<file path="src/rtl/servo_pwm_driver.sv">
// Hobby-servo PWM generator. Each frame is PERIOD_TICKS ticks of PRESCALE clocks.
// The pulse is high for (MIN_TICKS + angle) ticks at the start of the frame and low after that.
// The angle is sampled only when a frame starts.
// Dropping enable lets the current frame finish cleanly, then the block parks in idle.
module servo_pwm_driver #(
    parameter int unsigned PRESCALE     = 196,
    parameter int unsigned MIN_TICKS    = 255,
    parameter int unsigned PERIOD_TICKS = 5102
) (
    input  logic       clk,
    input  logic       rst,
    input  logic       enable,
    input  logic [7:0] servo_angle,
    output logic       pwm_out,
    output logic       servo_cycle_done
);

    localparam int unsigned PW = (PRESCALE > 1) ? $clog2(PRESCALE) : 1;
    localparam logic [PW-1:0] PresLast = PW'(PRESCALE - 1);
    localparam logic [15:0]   TickLast = 16'(PERIOD_TICKS - 1);
    localparam logic [15:0]   MinTicks = 16'(MIN_TICKS);

    typedef enum logic [1:0] {StIdle, StPulse, StGap} state_e;

    state_e          state_q, state_d;
    logic [PW-1:0]   presc_q, presc_d;
    logic [15:0]     tick_q, tick_d;
    logic [7:0]      angle_q, angle_d;
    logic            pwm_q, pwm_d;
    logic            done_q, done_d;
    logic            frame_last;
    logic            frame_start;
    logic [15:0]     pulse_ticks;

    assign frame_last = (state_q != StIdle) && (presc_q == PresLast) && (tick_q == TickLast);

    // State and counter registers; outputs are registered so they are glitch-free
    always_ff @(posedge clk) begin
        if (rst) begin
            state_q <= StIdle;
            presc_q <= '0;
            tick_q  <= '0;
            angle_q <= 8'h80;
            pwm_q   <= 1'b0;
            done_q  <= 1'b0;
        end else begin
            state_q <= state_d;
            presc_q <= presc_d;
            tick_q  <= tick_d;
            angle_q <= angle_d;
            pwm_q   <= pwm_d;
            done_q  <= done_d;
        end
    end

    // Next-state: frame sequencing, counter advance and pulse/gap classification
    always_comb begin
        state_d     = state_q;
        presc_d     = presc_q;
        tick_d      = tick_q;
        angle_d     = angle_q;
        frame_start = 1'b0;
        pulse_ticks = '0;

        unique case (state_q)
            StIdle: begin
                if (enable) frame_start = 1'b1;
            end
            StPulse, StGap: begin
                if (frame_last) begin
                    if (enable) begin
                        frame_start = 1'b1;
                    end else begin
                        state_d = StIdle;
                        presc_d = '0;
                        tick_d  = '0;
                    end
                end else if (presc_q == PresLast) begin
                    presc_d = '0;
                    tick_d  = tick_q + 16'd1;
                end else begin
                    presc_d = presc_q + PW'(1);
                end
            end
            default: state_d = StIdle;
        endcase

        if (frame_start) begin
            state_d = StPulse;
            presc_d = '0;
            tick_d  = '0;
            angle_d = servo_angle;
        end

        // Pulse width uses the angle that applies to the clock being entered
        pulse_ticks = MinTicks + {8'h00, angle_d};
        if (state_d != StIdle) begin
            state_d = (tick_d < pulse_ticks) ? StPulse : StGap;
        end
    end

    // Output decode from the state being entered, registered on the next edge
    always_comb begin
        pwm_d  = (state_d == StPulse);
        done_d = (state_d != StIdle) && (tick_d == TickLast) && (presc_d == PresLast);
    end

    assign pwm_out          = pwm_q;
    assign servo_cycle_done = done_q;

endmodule
</file>
<file path="config.mk">
export PLATFORM = sky130hd
export DESIGN_NAME = servo_pwm_driver
export DESIGN_NICKNAME = d
export VERILOG_FILES = /design/src/rtl/servo_pwm_driver.sv
export SDC_FILE = /design/constraint.sdc
export NUM_CORES = 1
export LEC_CHECK = 0
export ABC_CLOCK_PERIOD_IN_PS = 4450
export BUFFER_PORTS_ARGS = -buffer_cell sky130_fd_sc_hd__buf_2
export CAP_MARGIN = 10
export CORE_MARGIN = 2
export CORE_UTILIZATION = 55
export DETAILED_ROUTE_END_ITERATION = 6
export MAX_ROUTING_LAYER = met4
export PLACE_DENSITY = 0.76
export SYNTH_ARGS = -nofsm -noshare
export SYNTH_HDL_FRONTEND = slang
export SYNTH_SLANG_ARGS = --single-unit
</file>
<file path="constraint.sdc">
create_clock -name clk -period 4.45 [get_ports clk]
set_clock_uncertainty 0.1 [all_clocks]
set_input_delay 0.89 -clock clk [delete_from_list [all_inputs] [get_ports clk]]
set_output_delay 0.89 -clock clk [all_outputs]
set_load 0.05 [all_outputs]
</file>
# Word level (Yosys, flattened, before mapping)
# Cells that the tools add are included.
totals:
  ff_bits: 36
  in_bits: 11
  word_cells: 46
op_classes:
  n_addsub: 3
  magnitude_cmp: 1
  n_eq_ne: 7
  muxes: 20
  reduce_logical: 9
ops:
  columns: ["op", "n"]
  rows:
  - ["two-way mux 16 bit", 5]
  - ["two-way mux 8 bit", 6]
  - ["equality test 16 x 13 -> 1 bit, second input constant", 2]
  - ["adder 16 x 1 -> 16 bit, second input constant", 1]
  - ["equality test 8 bit, second input constant", 2]
  - ["< comparator 16 x 9 -> 1 bit", 1]
  - ["two-way mux 2 bit", 5]
  - ["adder 8 x 8 -> 9 bit, first input constant", 1]
  - ["adder 8 x 1 -> 8 bit, second input constant", 1]
  - ["nonzero test 2 bit", 3]
  - ["equality test 2 x 1 -> 1 bit, second input constant", 2]
  - ["logical AND 1 bit", 4]
  - ["case mux 2 bit (2 select lines)", 1]
  - ["equality test 2 bit, second input constant", 1]
  - ["zero test 2 bit", 1]
  - ["two-way mux 1 bit", 2]
  - ["case mux 1 bit (2 select lines)", 1]
  - ["OR reduction 2 bit", 1]

# Logic depth before layout (Yosys ltp)
logic_depth:
  ltp_word: 13
  ltp_mapped: 17
  mapped_depth_nobuf: 16

# Least setup slack after synthesis
# OpenSTA, ideal clock, no wires.
synth_path:
  path_type: "in2reg"
  start: "in enable"
  end: "reg state_q[1]"
  setup_ns: 0.115
  arrival_ns: 4.161
  t_required_ns: 4.235
  slack_ns: 0.073
  stages: 16
  n_path_buf: 2
  cell_sequence: "clkbuf_1 > nor2b_1 > and2_1 > a31oi_2 > clkbuf_1 > mux2i_1 > ha_1 > o21ai_0 > nor2_1 > xor2_1 > ha_1 > a21o_1 > a21o_1 > a211oi_1 > o211ai_1 > o21ba_2"
synth_between:
  elab_chain_cells: 8
  elab_cells_between_ends: 17
  cone_classes: "1 x add/sub; 1 x order compare; 14 x mux; 1 x reduce/logical"
synth_lines:
  columns: ["item", "line", "source"]
  rows:
  - ["from (decl)", "12", "input logic enable,"]
  - ["two-way mux 1 bit", "67, 71", null]
  - ["two-way mux 1 bit", "70", "if (frame_last) begin"]
  - ["case mux 1 bit (2 select lines)", "65", "unique case (state_q)"]
  - ["two-way mux 8 bit", "88", "if (frame_start) begin"]
  - ["adder 8 x 8 -> 9 bit", "96", "pulse_ticks = MinTicks + {8'h00, angle_d};"]
  - ["< comparator 16 x 9 -> 1 bit", "98", "state_d = (tick_d < pulse_ticks) ? StPulse : StGap;"]
  - ["two-way mux 2 bit", "98", null]
  - ["two-way mux 2 bit (*)", "97", "if (state_d != StIdle) begin"]
  - ["to (signal assigned)", "40", "state_q <= StIdle;"]
  - ["to (signal assigned)", "47", "state_q <= state_d;"]
  - ["to (decl)", "25", "state_e state_q, state_d;"]
# Mark *: on every way between the ends. The rest lies on a longest branch, timed or not.
# A chain may end at the register's enable or synchronous reset.

# Worst setup path in the final report
layout_path:
  start: "reg state_q[0]"
  end: "reg state_q[1]"
layout_between:
  elab_chain_cells: 10
  elab_cells_between_ends: 22
  cone_classes: "1 x add/sub; 1 x order compare; 2 x eq/ne; 12 x mux; 6 x reduce/logical"
layout_lines:
  columns: ["item", "line", "source"]
  rows:
  - ["nonzero test 2 bit", "35", "assign frame_last = (state_q != StIdle) && (presc_q == PresLast) && (tick_q == TickLast);"]
  - ["logical AND 1 bit (2 in a row)", "35", null]
  - ["two-way mux 1 bit", "70", null]
  - ["case mux 1 bit (2 select lines)", "65", null]
  - ["two-way mux 8 bit", "88", null]
  - ["adder 8 x 8 -> 9 bit", "96", null]
  - ["< comparator 16 x 9 -> 1 bit", "98", null]
  - ["two-way mux 2 bit", "98", null]
  - ["two-way mux 2 bit (*)", "97", null]
# Marks and branches as above.

==> impl_metrics.ini <==
[outcome]
status = finished, final reports clean

[pwr]
seqPwrFrac_pct = 50.1
finalPower_mw = 0.668
internal_power_mw = 0.481
combPwrFrac_pct = 16.8
p_per_area_nw_per_um2 = 239
switchingPower_mw = 0.187
power_frac_clock_pct = 33.0
ir_drop_mv = 0.131
switching_share_pct = 27.9
power.leakage_nw = 1.10

[sta]
tightest_slew_ps = 637
worst_slew_margin_rel_pct = 57.4
rsz0062_at_grt = false
min_period_ps = 4160
hold_viol_final = 0
clock.fmax_mhz = 240
maxSlewViolCount = 0
whs_ps = 404
finalCritPeriodShare_pct = 93.5
finalSetupViolCount = 0
finalSetupTns_ps = 0

[setup_path]
startpoint = state_q[0]$_SDFF_PP0_
path_class = reg2reg
required_ps = 4530
crit_path_end_kind = flop
cp.arrival_ps = 4240
cp_max_fo = 7
cp-start-kind = flop
worstReg2RegStart = state_q[0]$_SDFF_PP0_
ff2ff_path_depth = 17

[placement]
place.gp.congestion = 0.905
io_buffers = 12
hpwl_um = 4860
placed_cell_area_um2 = 2720
dp_cells = 389

[floorplanning]
ios = 13
core_region_area_um2 = 4440
fp-row-count = 24
die_y_um = 72.5
dieArea_um2 = 5250
dieWidth_um = 72.5
start_util_pct = 58.1

[global_routing]
grt-ovfl-total = 0
grt_usage_pct = 26.8
grt_use_met3_pct = 4.86
antenna_found_initial = 0
grt_pass1_wl_um = 10900
grt_max_degree = 21
grt_pass1_vias = 2272
use_met2_pct = 38.9
grtUsageMet1_pct = 37.7
top_usage_layer = met2

[cells_and_area]
layout.nets = 369
drive_above_1_share_pct = 12.8
final_cell_area_um2 = 2800
final_cells = 396
area_growth_pct = 8.54
n_antenna_cell = 0

[synth]
netlist_instances = 327
synthAdderAreaFrac_pct = 6.79
syn_nets = 352
yosys.area_share.xor_xnor_pct = 6.45
synth_top_family_by_area = simple AND/OR/NAND/NOR gates
synth_ff_type = dfxtp_1
synthSimpleGateAreaFrac_pct = 33.8
yosysTopAreaCellShare_pct = 27.9
muxShareOfSynthArea_pct = 3.30
netlist_area_um2 = 2580
yosys.area.top_type = dfxtp_1
synth_edf_count = 0
synth-seq-area-share_pct = 27.9
syn_avg_cell_area_um2 = 7.89
synth_cell_types = 57
synth.top_cells.by_area = dfxtp_1 (28%), nor2_1 (7.1%), ha_1 (6.8%)
synth-seq-cells = 36
ys_warn_count = 0
async_flop_share_pct = 0
synth_compound_area_share_pct = 17.8

[clocking]
cts_made_buffers = 5
post_cts_buffers = 0
cts.reportedPaths.clkPinSlew_ps = 70
cts_resized = 0
postCtsHoldBufs = 0
cts_tree = yes
cts-root-buf = clkbuf_8
clockBufferDepth = 2
htree_levels = 2
clkLatencyLatePin_ps = 290
clock-sinks = 36

[detailed_routing]
postRouteAntennaNets = 0
drt-pass1-iter-count = 5
via_per_inst = 6.41
wire_per_inst_um = 16.2
finalWirelength_um = 6420
drtIter0Drc = 295
num_vias = 2539
drc = 0

[worst_hold_path]
min-delay-start = angle_q[5]$_SDFF_PP0_
min_path_type = reg2reg
holdPathStages = 2

[run]
maxCapViolations = 0
==> worst paths after layout <==
path                           end  slack (ps)
max          state_q[1]$_SDFF_PP0_         290
min          angle_q[5]$_SDFF_PP0_         400
max reg2reg  state_q[1]$_SDFF_PP0_         290
min reg2reg  angle_q[5]$_SDFF_PP0_         400
==> power groups by stage <==
stage	clock network [mW]	registers (mW)	logic, mW
global route	0.242	0.335	0.126
finish	0.221	0.335	0.113
CTS	0.225	0.335	0.112
global placement	0	0.342	0.109
floorplan	0	0.344	0.0782
detailed placement	0	0.342	0.112
==> sequential cells by signal, indices dropped and copies added (netlist names) <==
signal and count:
servo_cycle_done 1, tick_q 16, pwm_out 1, presc_q 8, angle_q 8, state_q 2
==> layout by cell type, fill, tap and decap left out, types with 7 or more instances in the layout <==
cell type  Yosys  routed
ha_1          14      14
dfxtp_1       36      36
a21oi_1       11      11
buf_2          3      12
nor2b_1        8       8
or4_1          8       8
xor2_1         9       9
nand3_1       13      13
nand2_1       23      23
buf_4          1      11
nor3_1        16      16
xnor2_1       10      10
mux2i_1        7       7
o21ai_0       13      13
nor2_1        49      49
a31oi_1        7       7
inv_1          9       9
==> cells in the mapped netlist, drive strengths merged, types with 7 or more instances <==
| cell type | n |
|---|---|
| a21oi | 11 |
| a31oi | 9 |
| clkbuf | 8 |
| dfxtp | 36 |
| ha | 14 |
| inv | 9 |
| mux2i | 7 |
| nand2 | 23 |
| nand3 | 13 |
| nor2 | 49 |
| nor2b | 8 |
| nor3 | 17 |
| o21ai | 14 |
| or4 | 8 |
| xnor2 | 10 |
| xor2 | 9 |
==> metal layers <==
metal  share of wire (%)  routed length, um
met5                   0                  0
met4                 2.0                127
met3                 7.4                477
met2                  43               2780
met1                  47               3040
==> final cells by class <==
type / instances / area, um^2
clock buffers: 6 / 72.6
clock inverters: 1 / 5.00
fillers: 407 / 1640
well taps: 52 / 65.1
multi-input cells: 268 / 1760
flip-flops and latches: 36 / 721
repair buffers: 23 / 143
inverters: 10 / 37.5
==> logic make-up after synthesis <==
logic type,Yosys count
adders and majority gates,14
xor gates and xnor gates,19
AOI/OAI and AO/OA,65
buffers and inverters,23
muxes,8
and+or+nand+nor,162
DFF,36
==> critical path, stage by stage, from the launching register on <==
cell and delay (ps):
dfxtp_1 340, inv_1 60, ha_1 330, nand2_1 220, nor4_2 70, buf_4 180, a31oi_2 330, mux2i_1 350
ha_1 240, o21ai_0 190, nor2_1 180, xor2_1 180, ha_1 270, a21o_1 160, a21o_1 170, a211oi_1 270
o211ai_1 200, o21ba_2 230
==> through the flow <==
stage	worst slack [ps]	util [%]
after global routing	39.4	63.0
after detailed placement	211	61.3
after global placement	487	61.3
final	290	63.0
after floorplan	73.3	-
after CTS	328	63.0
Power figures use the tool's default switching activity.
